==> src/rtl/sprite_palette_bank.sv <==
// Multi-bank palette lookup: {bank, idx} -> 12-bit RGB with a two-stage pipeline,
// a runtime write port and a self-clearing INIT phase. Define PALETTE_FLASH_EN for the hit-flash effect.
module sprite_palette_bank #(
  parameter int IDX_W      = 4,
  parameter int NUM_BANKS  = 4,
  parameter int CH_W       = 4,
  parameter int TRANSP_IDX = 1,
  localparam int BANK_W    = (NUM_BANKS > 1) ? $clog2(NUM_BANKS) : 1
) (
  input  logic              clk,
  input  logic              reset,
  input  logic              rd_valid,
  input  logic [BANK_W-1:0] rd_bank,
  input  logic [IDX_W-1:0]  rd_idx,
  output logic [CH_W-1:0]   red,
  output logic [CH_W-1:0]   green,
  output logic [CH_W-1:0]   blue,
  output logic              out_valid,
  output logic              transparent,
  input  logic              wr_en,
  input  logic [BANK_W-1:0] wr_bank,
  input  logic [IDX_W-1:0]  wr_idx,
  input  logic [3*CH_W-1:0] wr_data,
  output logic              ready,
  input  logic              flash_start,
  input  logic [7:0]        flash_len,
  input  logic              frame_tick,
  output logic              flash_active
);

  localparam int ENTRIES = 1 << IDX_W;
  localparam int DEPTH   = NUM_BANKS * ENTRIES;
  localparam int ADDR_W  = BANK_W + IDX_W;
  localparam int DATA_W  = 3 * CH_W;

  typedef enum logic {ST_INIT, ST_RUN} state_t;

  state_t              state, state_nxt;
  logic [ADDR_W-1:0]   clr_ptr, clr_ptr_nxt;
  logic                mem_we;
  logic [ADDR_W-1:0]   mem_waddr;
  logic [DATA_W-1:0]   mem_wdata;
  logic [DATA_W-1:0]   mem [DEPTH];

  logic                s1_valid, s1_zero, s1_transp;
  logic [DATA_W-1:0]   s1_data;
  logic [DATA_W-1:0]   pix;
  logic                flash_on;

  function automatic logic bank_ok(input logic [BANK_W-1:0] b);
    return 32'(b) < NUM_BANKS;
  endfunction

  // NOTE: every always_comb output gets a default first, so no path can infer a latch.
  always_comb begin
    state_nxt   = state;
    clr_ptr_nxt = clr_ptr;
    mem_we      = 1'b0;
    mem_waddr   = {wr_bank, wr_idx};
    mem_wdata   = wr_data;
    case (state)
      ST_INIT: begin
        mem_we      = 1'b1;
        mem_waddr   = clr_ptr;
        mem_wdata   = '0;
        clr_ptr_nxt = clr_ptr + ADDR_W'(1);
        if (clr_ptr == ADDR_W'(DEPTH - 1)) state_nxt = ST_RUN;
      end
      ST_RUN:  mem_we = wr_en && bank_ok(wr_bank);
      default: state_nxt = ST_INIT;
    endcase
  end

  // NOTE: sequential state uses non-blocking assignments so every register samples pre-edge values.
  always_ff @(posedge clk) begin
    if (reset) begin
      state   <= ST_INIT;
      clr_ptr <= '0;
    end else begin
      state   <= state_nxt;
      clr_ptr <= clr_ptr_nxt;
    end
  end

  // NOTE: the array has no reset; the INIT sweep clears it so it can map onto block RAM.
  always_ff @(posedge clk) begin
    if (mem_we && !reset) mem[mem_waddr] <= mem_wdata;
  end

  assign ready = (state == ST_RUN);

  // Stage 1: the synchronous read sees the pre-write contents, giving read-before-write.
  always_ff @(posedge clk) begin
    if (reset) begin
      s1_valid  <= 1'b0;
      s1_zero   <= 1'b0;
      s1_transp <= 1'b0;
      s1_data   <= '0;
    end else begin
      s1_valid  <= rd_valid;
      s1_zero   <= (state == ST_INIT) || !bank_ok(rd_bank);
      s1_transp <= !bank_ok(rd_bank) || (rd_idx == IDX_W'(TRANSP_IDX));
      s1_data   <= mem[{rd_bank, rd_idx}];
    end
  end

`ifdef PALETTE_FLASH_EN
  logic [7:0] flash_cnt;

  always_ff @(posedge clk) begin
    if (reset)                               flash_cnt <= '0;
    else if (flash_start)                    flash_cnt <= flash_len;
    else if (frame_tick && flash_cnt != '0)  flash_cnt <= flash_cnt - 8'd1;
  end

  assign flash_on     = (flash_cnt != '0) && flash_cnt[1];
  assign flash_active = (flash_cnt != '0);
`else
  logic unused_flash;
  assign unused_flash = ^{flash_start, flash_len, frame_tick};
  assign flash_on     = 1'b0;
  assign flash_active = 1'b0;
`endif

  always_comb begin
    pix = s1_data;
    if (s1_zero)                pix = '0;
    if (flash_on && !s1_transp) pix = '1;
    if (!s1_valid)              pix = '0;
  end

  // Stage 2: flash override applied, outputs registered.
  always_ff @(posedge clk) begin
    if (reset) begin
      out_valid   <= 1'b0;
      transparent <= 1'b0;
      red         <= '0;
      green       <= '0;
      blue        <= '0;
    end else begin
      out_valid   <= s1_valid;
      transparent <= s1_valid && s1_transp;
      red         <= pix[DATA_W-1 -: CH_W];
      green       <= pix[2*CH_W-1 -: CH_W];
      blue        <= pix[CH_W-1:0];
    end
  end

endmodule

==> config.mk <==
export PLATFORM = sky130hd
export DESIGN_NAME = sprite_palette_bank
export DESIGN_NICKNAME = d
export VERILOG_FILES = /design/src/rtl/sprite_palette_bank.sv
export SDC_FILE = /design/constraint.sdc
export NUM_CORES = 1
export LEC_CHECK = 0
export BUFFER_PORTS_ARGS = -buffer_cell sky130_fd_sc_hd__buf_4
export CAP_MARGIN = 20
export CORE_MARGIN = 2
export CORE_UTILIZATION = 39
export DETAILED_ROUTE_END_ITERATION = 7
export SKIP_CTS_REPAIR_TIMING = 1
export SLEW_MARGIN = 25
export SYNTH_ARGS = -nofsm -noshare
export SYNTH_HDL_FRONTEND = slang
export SYNTH_SLANG_ARGS = --single-unit
==> constraint.sdc <==
create_clock -name clk -period 3.14 [get_ports clk]
set_input_delay 0.471 -clock clk [delete_from_list [all_inputs] [get_ports clk]]
set_output_delay 0.471 -clock clk [all_outputs]
set_load 0.05 [all_outputs]
After elaboration in Yosys (flattened, before gate mapping)
Memories as Yosys holds them, arrays and structs flattened. A register that Yosys moved wholly into a read port is not among the register bits.
Index checks and enable logic that the tools add are counted.
{"block": "word_totals", "out_inout_bits": 16, "ff_bits": 24, "mem_bits_rw": 768, "inputBits": 38, "n_memories": 1}
{"memory": "mem", "depth": 64, "width": 12, "rd": 1, "rd_clocked_by_memory_dff": 1, "wr": 1, "line": "43", "rtl": "logic [DATA_W-1:0] mem [DEPTH];"}
{"block": "classes", "add_sub_neg": 1, "muxes": 7, "reduce_logical": 4, "bitwise_logic": 2, "eq_ne": 2}
{"cell": "12-bit 2-to-1 mux", "n": 1}
{"cell": "6-bit by 1-bit adder with 6-bit output (second input constant)", "n": 1}
{"cell": "6-bit == test (second input constant)", "n": 1}
{"cell": "6-bit 2-to-1 mux", "n": 1}
{"cell": "4-bit by 1-bit == test with 1-bit output (second input constant)", "n": 1}
{"cell": "1-bit 2-to-1 mux", "n": 4}
{"cell": "3-bit OR reduction", "n": 1}
{"cell": "1-bit logical AND", "n": 2}
{"cell": "1-bit NOT", "n": 2}
{"cell": "1-bit one-hot mux with 2 select lines", "n": 1}
{"cell": "1-bit logical NOT", "n": 1}

Logic depth before layout (Yosys ltp)
{"block": "depth", "word_depth": 5, "ltp_mapped": 9, "depth_no_buf": 5}

Worst setup path after synthesis
No wires, ideal clock.
{"block": "synth_timing", "kind": "reg2reg", "startpoint": "register state (netlist: ready)", "endpoint": "memory mem[0][10] (netlist bit), data pin", "t_arrival_ns": 2.446, "n_path_buf": 3, "stages_incl_launch_ff": 5, "slack_ns": 0.327, "synth_period_minus_slack_ns": 2.813, "cell_sequence": "dfxtp_1 -> clkbuf_1 -> buf_1 -> clkbuf_1 -> and2_1"}
{"block": "synth_via", "elab_chain_cells": 1}
{"item": "start, declared", "line": "38", "rtl": "state_t state, state_nxt;"}
{"item": "start signal, assigned", "line": "80", "rtl": "state <= state_nxt;"}
{"item": "12-bit 2-to-1 mux", "line": "61", "rtl": "case (state)"}
{"item": "named net mem_wdata[10]", "line": "42", "rtl": "logic [DATA_W-1:0] mem_wdata;"}
{"item": "end, declared", "line": "43"}
The timed path passes the listed nets, and every way through them passes these cells.

Worst setup path in the final report
{"block": "layout_timing", "startpoint": "register state (netlist: ready)", "endpoint": "memory mem[8][2] (netlist bit) (enable)"}
{"block": "layout_via", "elab_chain_cells": 5, "elab_cells_between_ends": 6, "classes_between": "mux: 4; bitwise: 1; reduce/logical: 1"}
{"item": "1-bit NOT"}
{"item": "1-bit one-hot mux with 2 select lines", "line": "61"}
{"item": "1-bit logical AND", "line": "87", "rtl": "if (mem_we && !reset) mem[mem_waddr] <= mem_wdata;"}
{"item": "1-bit 2-to-1 mux", "line": "87"}
{"item": "1-bit 2-to-1 mux (not written as such)", "line": "87"}
Parallel ways exist; a longest one is shown, timed or not.

==> results by group <==
Global route
  – Initial antenna violation count: 0
  – Global-route wire length before repair: between 100000 and 150000 µm
  – GRT overflow: 0
  – Largest net degree at the start of global routing: between 60 and 70
  – Vias in the first global route: around 16000
  – All-Layer GR Usage: between 15 and 20%

Power and ir drop
  – Total power: 21750 µW
  – Clk network pwr share: between 40% and 50%
  – Pint: 17250 µW
  – Cell area power density: 608.4 nW/µm²
  – Switch share: 20.66%
  – Leakage: 0.01288 µW
  – Comb power frac: ~3.4%
  – P_sw: approximately 4500 µW
  – Peak supply drop: 0.0003878 V
  – Sequential share of power: between 50% and 60%

STA
  – Hold Violations, Final: 0
  – Unrepaired setup endpoints after global routing: false
  – Max-slew headroom: between 30% and 40%
  – Final WS setup: approximately 0.36 ns
  – Final Max Slew Viols: 0
  – Skew final: ~0.024 ns
  – Final setup viols: 0
  – Minimum clock period: 2.780 ns
  – Setup TNS: 0 ns
  – Period utilization: 88.54%
  – FMAX: ~360 MHz
  – Worst-Margin Slew: about 0.94 ns

Floorplanning
  – Die X: 284.8 µm
  – Starting Density: 39.57%
  – Die H: about 280 µm
  – DIE AREA: ~81000 µm²
  – Core Area: 77720 µm²
  – Site Rows: 102
  – I/O pin total: 54

CTS
  – Clock transition at path regs: ~0.060 ns
  – CTS root buf: clkbuf_16
  – Htree depth: 3
  – CTS tree: built
  – Sink Count: between 800 and 900
  – Clk_lat worst skew: 0.64 ns
  – Num CTS Buffers: between 80 and 90
  – CTS max path bufs: 3

Placed design
  – IO Port Bufs: 42
  – Gp weighted congestion: 0.8078
  – DP HPWL: around 47000 µm
  – Pre-CTS setup slack: about 0.28 ns

Logic synthesis
  – Synth top area cells: edfxtp_1 75%, mux4_2 11%, mux2i_1 2.8%
  – Post-synth EDFFs: between 700 and 800
  – Synthesis Warnings: 0
  – Post-synthesis cell type count: 43
  – Mapped Cells: 1503
  – Async SR Flop Fraction: 0%
  – Yosys top cell area share: 74.98%
  – Most used flip-flop cell after synthesis: edfxtp_1
  – Area of the mapped netlist: 30760 µm²
  – Most frequent cells after synthesis: 768 x edfxtp_1, 146 x mux4_2, 86 x mux2i_1, 76 x nor2_1, 49 x a21oi_1
  – Most common cell in the netlist: edfxtp_1
  – Seq/Total Area, Yosys: 77.33%
  – Synth Net Count: around 1500
  – Mean cell area of the mapped netlist: around 20 µm²
  – #FFs+latches synth: approximately 800
  – Cell taking the most area after synthesis: edfxtp_1

Critical path
  – Worst EP arrival: a little over 3 ns
  – Required time worst endpoint: 3.47 ns
  – R2R Path Start: ready
  – Crit. Startpoint: ready
  – Worst Setup End Kind: flip-flop
  – Startpoint types: flip-flop
  – CP max FO: 22
  – CP Class: reg -> reg

Layout
  – ANT cells: 0
  – Area Growth Syn to Fin: 16.21%
  – Fillcell total: 6455
  – Layout cell share with drive strength beyond 1: 27.39%
  – Final net count: about 1700

Route
  – DRT Pass-1 Iters: 5
  – Antenna Nets Post-Route: 0
  – WL final: 75210 µm
  – Vias: roughly 15000
  – Iteration-0 DRC Markers: 1556
  – Drt wl/cell: around 27 µm
  – # DRC: 0
  – Via density: around 5.6

Worst hold path
  – Hold Path Origin: rd_valid
  – Hold crit path type: in -> reg

Job
  – MaxCap Viol Count: 0

Status
  – Status: finished, final reports clean
[logic make-up (layout without fill, tap and decap cells)]
| logic type | Yosys count | in the layout | synth area share [%] |
|---|---|---|---|
| flip-flops | 804 | 804 | 77.33 |
| multiplexers | 247 | 247 | 14.04 |
| AO/OA/AOI/OAI | 187 | 187 | 4.422 |
| AND/OR/NAND/NOR | 170 | 170 | 2.534 |
| buffers and inverters | 90 | 332 | 1.538 |
| XOR/XNOR | 3 | 3 | 0.08545 |
| adder cells (fa/ha/maj) | 1 | 1 | 0.04068 |
| other | 1 | 1 | 0.01219 |
[worst paths after layout]
check             slack [ns]        end  cells past startpoint
hold reg to reg         0.43   green[2]                      1
setup reg to reg        0.36  mem[8][2]                      5
setup / recovery        0.36  mem[8][2]                      5
hold / removal          0.05   s1_valid                      2
[cell usage in the layout (no fill, tap or decap), types with 12 or more instances in the layout]
cell,instances
buf_12,13
a211oi_1,18
clkbuf_1,19
clkinv_2,16
nand2_1,39
dfxtp_1,36
mux2_2,15
and2_2,12
mux2i_1,86
mux4_2,146
o221ai_1,35
a22o_1,20
nor2_1,75
clkbuf_16,84
buf_4,164
edfxtp_1,768
a21oi_1,49
a22oi_1,34
and2_1,15
[sequential cells by signal, indices dropped and copies added (netlist names)]
name / flops
s1_zero: 1
s1_valid: 1
s1_data: 12
mem: 768
ready: 1
s1_transp: 1
green: 4
blue: 4
transparent: 1
out_valid: 1
red: 4
clr_ptr: 6
[metrics by stage]
| step | hold slack (ns) | cell area [µm²] | instances | util [%] |
|---|---|---|---|---|
| floorplan | 0.4057 | 30760 | 1503 | - |
| global placement | 0.4207 | 33140 | 2636 | 42.64 |
| detailed placement | 0.4285 | 33140 | 2636 | 42.64 |
| CTS | 0.01806 | 35740 | 2785 | 45.99 |
| global route | 0.02406 | 35740 | 2785 | 45.99 |
| finish | 0.05336 | 35740 | 2785 | 45.99 |
[power by group through the flow]
stage                     Clock (µW)  Sequential [µW]  Combinational [µW]
after floorplan                    0            11900                 453
after global placement             0            11900                 744
after detailed placement           0            11900                 748
after CTS                       9540            11600                 751
after global routing            9920            11600                 782
final                           9360            11600                 744
[routing by layer]
metal  GRT usage [%]  wire, µm  share of wire (%)
met2           29.08     35730                 48
met5               0         0                  0
met3           3.320      5120                6.8
met1           26.39     32500                 43
met4           5.553      1862                2.5
[layout make-up]
type / count / area, µm² / area share, %
timing repair buffer: 179 / 1518 / 4.246
clock inverter: 40 / 341.6 / 0.9557
multi-input combinational: 609 / 6528 / 18.26
inverter: 4 / 15.01 / 0.04201
clock buffer: 109 / 2256 / 6.312
tap: 1040 / 1301 / 3.641
sequential: 804 / 23780 / 66.54
[critical path: stages (launching register included)]
cell      delay, ns
dfxtp_1        0.80
nand3b_1       0.14
a21oi_1        0.40
nand2_1        0.54
nor2_1         0.36
buf_4          0.23
(Power assumes the default switching activity.)
